## config.mk

```make
export PLATFORM = sky130hd
export DESIGN_NAME = sync_state_engine
export DESIGN_NICKNAME = d
export VERILOG_FILES = /design/src/rtl/sync_model_pkg.sv /design/src/rtl/sync_state_engine_rr_pick.sv /design/src/rtl/sync_state_engine.sv
export SDC_FILE = /design/constraint.sdc
export NUM_CORES = 1
export LEC_CHECK = 0
export ABC_AREA = 1
export CAP_MARGIN = 20
export CORE_ASPECT_RATIO = 1.2
export CORE_UTILIZATION = 25
export CTS_BUF_LIST = sky130_fd_sc_hd__clkbuf_2 sky130_fd_sc_hd__clkbuf_4 sky130_fd_sc_hd__clkbuf_8
export CTS_CLUSTER_DIAMETER = 100
export DETAILED_ROUTE_END_ITERATION = 8
export PLACE_DENSITY = 0.55
export SLEW_MARGIN = 10
export SYNTH_ARGS = -nofsm -noshare
export SYNTH_HDL_FRONTEND = slang
export SYNTH_SLANG_ARGS = --single-unit
```

## constraint.sdc

```tcl
create_clock -name clk -period 3.9 [get_ports clk]
set_input_delay 0.585 -clock clk [delete_from_list [all_inputs] [get_ports clk]]
set_output_delay 0.585 -clock clk [all_outputs]
set_load 0.03 [all_outputs]
```

## src/rtl/sync_model_pkg.sv

```systemverilog
// sync_model_pkg: mode constants and FSM state type for the signal-transition engine
package sync_model_pkg;
    localparam int MODE_RR  = 0;
    localparam int MODE_MAX = 1;
    localparam int MODE_EXT = 2;
    typedef enum logic [1:0] {
        ST_IDLE = 2'd0,
        ST_RUN  = 2'd1,
        ST_DEAD = 2'd2
    } fsm_e;
endpackage

```

## src/rtl/sync_state_engine_rr_pick.sv

```systemverilog
// rr_pick: wrapping first-set finder starting at ptr, one-hot plus index result
module rr_pick #(
    parameter int N  = 4,
    parameter int PW = (N > 1) ? $clog2(N) : 1
) (
    input  logic [N-1:0]  req,
    input  logic [PW-1:0] ptr,
    output logic [N-1:0]  onehot,
    output logic [PW-1:0] idx
);
    always_comb begin
        onehot = '0;
        idx    = '0;
        for (int k = N - 1; k >= 0; k--) begin
            if (req[(int'(ptr) + k) % N]) begin
                onehot = '0;
                onehot[(int'(ptr) + k) % N] = 1'b1;
                idx = PW'((int'(ptr) + k) % N);
            end
        end
    end
endmodule

```

## src/rtl/sync_state_engine.sv

```systemverilog
// sync_state_engine: steps a gate-level signal model under round-robin, maximal or enabled firing
module sync_state_engine
    import sync_model_pkg::*;
#(
    parameter int               N_SIG = 8,
    parameter int               N_IN  = 2,
    parameter logic [N_SIG-1:0] INIT  = '0,
    parameter int               MODE  = 0,
    parameter int               CNT_W = 16
) (
    input  logic                                 clk,
    input  logic                                 reset,
    input  logic [N_SIG-1:0]                     nxt,
    input  logic [((N_IN > 0) ? N_IN : 1)-1:0]   in_allow,
    input  logic [N_SIG-1:0]                     ext_ena,
    input  logic                                 run,
    input  logic                                 step,
    output logic [N_SIG-1:0]                     state,
    output logic [N_SIG-1:0]                     excited,
    output logic [N_SIG-1:0]                     fired,
    output logic [CNT_W-1:0]                     step_cnt,
    output logic                                 busy,
    output logic                                 deadlock
);
    localparam int PW = $clog2(N_SIG);

    logic [N_SIG-1:0] state_q, state_d, fired_q, fired_d, fire_v;
    logic [CNT_W-1:0] cnt_q, cnt_d;
    logic [PW-1:0]    ptr_q, ptr_d, pick_idx;
    fsm_e             fsm_q, fsm_d;
    logic             do_fire;

    for (genvar g = 0; g < N_SIG; g++) begin : g_exc
        if (g < N_IN) begin : g_in
            assign excited[g] = in_allow[g];
        end else begin : g_gate
            assign excited[g] = nxt[g] ^ state_q[g];
        end
    end

    if (MODE == MODE_RR) begin : g_rr
        rr_pick #(.N(N_SIG), .PW(PW)) u_pick (
            .req    (excited),
            .ptr    (ptr_q),
            .onehot (fire_v),
            .idx    (pick_idx)
        );
    end else if (MODE == MODE_MAX) begin : g_max
        assign fire_v   = excited;
        assign pick_idx = '0;
    end else begin : g_ext
        assign fire_v   = excited & ext_ena;
        assign pick_idx = '0;
    end

    always_comb begin
        fsm_d   = fsm_q;
        do_fire = 1'b0;
        unique case (fsm_q)
            ST_IDLE: begin
                fsm_d   = run ? ST_RUN : (step && ~|excited) ? ST_DEAD : ST_IDLE;
                do_fire = !run && step && |fire_v;
            end
            ST_RUN: begin
                fsm_d   = !run ? ST_IDLE : ~|excited ? ST_DEAD : ST_RUN;
                do_fire = run && |fire_v;
            end
            ST_DEAD: fsm_d = |excited ? ST_IDLE : ST_DEAD;
            default: fsm_d = ST_IDLE;
        endcase
        state_d = do_fire ? state_q ^ fire_v : state_q;
        fired_d = do_fire ? fire_v : '0;
        cnt_d   = (do_fire && ~&cnt_q) ? cnt_q + 1'b1 : cnt_q;
        ptr_d   = (do_fire && MODE == MODE_RR)
                ? ((pick_idx == PW'(N_SIG - 1)) ? '0 : pick_idx + 1'b1) : ptr_q;
    end

    always_ff @(posedge clk) begin
        if (!reset) begin
            state_q <= INIT;
            fired_q <= '0;
            cnt_q   <= '0;
            ptr_q   <= '0;
            fsm_q   <= ST_IDLE;
        end else begin
            state_q <= state_d;
            fired_q <= fired_d;
            cnt_q   <= cnt_d;
            ptr_q   <= ptr_d;
            fsm_q   <= fsm_d;
        end
    end

    assign state    = state_q;
    assign fired    = fired_q;
    assign step_cnt = cnt_q;
    assign busy     = fsm_q == ST_RUN;
    assign deadlock = fsm_q == ST_DEAD;
endmodule

```

==> results.toml <==
[layout]
antenna_cells = 0
drive_gt1_share_pct = 16.3
n_fill_cell = 1712
design_area_um2 = 4740
nets = 716
areaGrowthSynthToFinish_pct = 20.9

[route]
drt-vias-per-instance = 4.66
first_pass_iters = 4
vias = 4148
drtAntennaViolNets = 0
drc_errors = 0
routed_wl_um = 12600
drtIter0Drc = 228
drt-wirelength-per-cell_um = 14.1

[clock_network]
cts_tree = "done"
clock_path_buffers = 2
cts_sinks = 37
cts_hold_buffers = 0
cts_setup_buffers = 0
tritoncts.num_buffers = 5
clk_latency_ns = 0.30
h-tree-depth = 2
cts_root_buf = "clkbuf_8"
clkSlewWorstSetupHoldPaths_ns = 0.08
cts_resized = 0

[critical_path]
r2r_slack_ns = 0.68
crit_chain = "clkdlybuf4s50_1 > inv_1 > nand2_1 > nand2_2 > nand2_1 > nand3_1 > nand3_1 > nand2_1 > nor2_1 > buf_4 > nor2_1 > o21ai_0 > a21oi_1 > o31ai_1 > ha_1 > ha_1 > o21ai_0 > nor2_1"
startpoint_type = "primary input"
cpPeakStageDelay_ns = 0.58
crit_fanout = 6
worst_path_max_delay_cell = "clkdlybuf4s50_1"
worst_ep_arrival_time_ns = 3.54
timing.rr.end = "ptr_q[1]$_SDFFE_PN0P_"
cp_num_buf_inv = 3
endpoint_kind = "flop"
cpLargestDelayFamily = "compound AO/OA/AOI/OAI gates"
reg2reg_depth = 22
r2r_start = "ptr_q[0]$_SDFFE_PN0P_"
cp.required_ns = 4.09
crit_type = "in2reg"

[power_and_ir_drop]
powerDensity_nw_per_um2 = 1020
p_leak_nw = 2.06
irDropWorstVdd_mv = 0.332

[worst_hold_path]
worstHoldEndpoint = "step_cnt[7]$_SDFFE_PN0P_"
hp-start = "step_cnt[7]$_SDFFE_PN0P_"
min_path_type = "reg2reg"
worstHoldPathCells = 2

[timing]
hold_viol = 0
tns_ns = 0
finalCritPeriodShare_pct = 86.0
final-max-slew-violation-count = 0
setup_viol = 0
worst_slew_pin_slew_ns = 0.633
max_freq_mhz = 298
clock_skew_ns = 0.00968
rsz0062_at_grt = "no"
min_period_ns = 3.35
fin_ws_ns = 0.546
slew_headroom_pct = 57.6

[synth]
synth_ff_type = "dfxtp_1"
syn_area_per_cell_um2 = 6.14
yosysUniqueCellTypes = 45
synth_edf_count = 0
ys_ff_latch = 37
yosysMostFrequentCell = "nand2_1"
synth-seq-area-share_pct = 18.9
synth_commonest_cells = "184 x nand2_1, 70 x inv_1, 70 x nand3_1"
synthArstFlopShare_pct = 0
syn_nets = 670
synthTopCellsByArea = "dfxtp_1 19%, nand2_1 18%, nand3_1 8.9%"
synth_area_um2 = 3920
synthDominantCellAreaShare_pct = 18.9
synth_top_area_cell = "dfxtp_1"
yosys_warnings = 0
syn_inst = 639

[placement]
dpl.hpwl_um = 9690
placed_area_um2 = 4630
gp_congestion = 0.912
pre_cts_ws_ns = 0.254
numPortBuffers = 53

[global_routing]
grt_max_degree = 30
grt_pass1_vias = 4064
grt_pass1_wl_um = 20800
grt_use_total_pct = 16.2
gr-total-overflow = 0
grt_antenna_before_repair = 0

[floorplanning]
start_util_pct = 25.9
dieArea_um2 = 16200
die_h_um = 139
die_x_um = 116
coreArea_um2 = 15100
rows = 49
io_pins = 64

[status]
status = "finished clean"

[run]
drv_cap = 0
==> through the flow <==
stage / power, mW / util (%) / hold WS, ns / instances
3_3_place_gp: 4.48 / 30.5 / 0.485 / 882
6_report: 4.82 / 31.3 / 0.498 / 890
5_1_grt: 5.33 / 31.3 / 0.537 / 890
4_1_cts: 4.83 / 31.3 / 0.505 / 890
2_1_floorplan: 3.53 / - / 0.539 / 639
3_5_place_dp: 4.46 / 30.5 / 0.489 / 882
==> routing by layer <==
metal	vias to the layer above	GRT usage (%)	part of all wire, %
met5	-	0	0
met4	0	6.41	3.4
met3	30	2.14	3.8
met2	87	28.2	50
met1	1872	19.8	43
li1	2159	-	-
==> cells in the final DEF, fill, tap and decap left out, types with 2 or more instances in the layout <==
| cell | instances |
|---|---|
| nand3_2 | 3 |
| xnor2_1 | 3 |
| nand2_2 | 30 |
| nand2_4 | 7 |
| buf_4 | 14 |
| ha_1 | 9 |
| clkdlybuf4s50_1 | 53 |
| inv_1 | 70 |
| xor2_1 | 18 |
| a31oi_1 | 3 |
| nor2_1 | 26 |
| dfxtp_1 | 37 |
| nand3_4 | 2 |
| o211ai_1 | 2 |
| o21ai_0 | 18 |
| nand4_1 | 19 |
| a21oi_1 | 23 |
| clkbuf_8 | 5 |
| nor2_4 | 2 |
| nand3b_1 | 3 |
| nand3_1 | 70 |
| nor3_2 | 10 |
| nor4_1 | 5 |
| o21ai_1 | 7 |
| a21oi_2 | 12 |
| inv_2 | 17 |
| nand2_1 | 184 |
| nor3_1 | 17 |
==> worst max-delay path by stage <==
stage | slack [ns] | to | from | depth (start not counted)
floorplan | 0.85 | step_cnt[12]$_SDFFE_PN0P_ | ptr_q[0]$_SDFFE_PN0P_ | 23
global placement | 0.25 | ptr_q[1]$_SDFFE_PN0P_ | nxt[5] | 23
detailed placement | 0.25 | step_cnt[12]$_SDFFE_PN0P_ | nxt[5] | 22
CTS | 0.56 | step_cnt[0]$_SDFFE_PN0P_ | nxt[5] | 23
global route | 0.30 | ptr_q[0]$_SDFFE_PN0P_ | nxt[5] | 19
finish | 0.55 | ptr_q[2]$_SDFFE_PN0P_ | nxt[5] | 18
==> logic make-up (layout without fill, tap and decap cells) <==
| logic type | count (synthesis) | in the layout | share of synthesized area, % |
|---|---|---|---|
| AND/OR/NAND/NOR | 383 | 383 | 48.8 |
| buffers and inverters | 117 | 164 | 13.5 |
| XOR/XNOR | 21 | 21 | 4.69 |
| adder cells (fa/ha/maj) | 9 | 9 | 2.87 |
| flip-flops | 37 | 37 | 18.9 |
| AO/OA/AOI/OAI | 72 | 72 | 11.3 |
==> tightest hold or removal path, delay by kind of cell, from the launching register on <==
family | cells | cell delay (ns)
flip-flops | 1 | 0.34
AND/OR/NAND/NOR | 1 | 0.07
AO/OA/AOI/OAI | 1 | 0.05
==> flip-flops by register name (all words and copies together), names as in the netlist <==
signal,flops
step_cnt,16
fired,8
state,8
ptr_q,3
fsm_q,2
==> power breakdown <==
part / switching [mW] / total, mW / internal (mW)
clock network: 0.151 / 0.342 / 0.191
registers: 0.0711 / 0.524 / 0.453
logic: 2.67 / 3.96 / 1.29
total: 2.89 / 4.82 / 1.93
==> area by class of cell <==
type / count / area, um^2 / area share (%)
inverter: 89 / 337 / 7.10
clock buffer: 5 / 68.8 / 1.45
sequential: 37 / 741 / 15.6
multi-input combinational: 485 / 2660 / 56.1
clock inverter: 3 / 46.3 / 0.977
tap: 204 / 255 / 5.38
timing repair buffer: 67 / 636 / 13.4
Power figures use the tool's default switching activity.
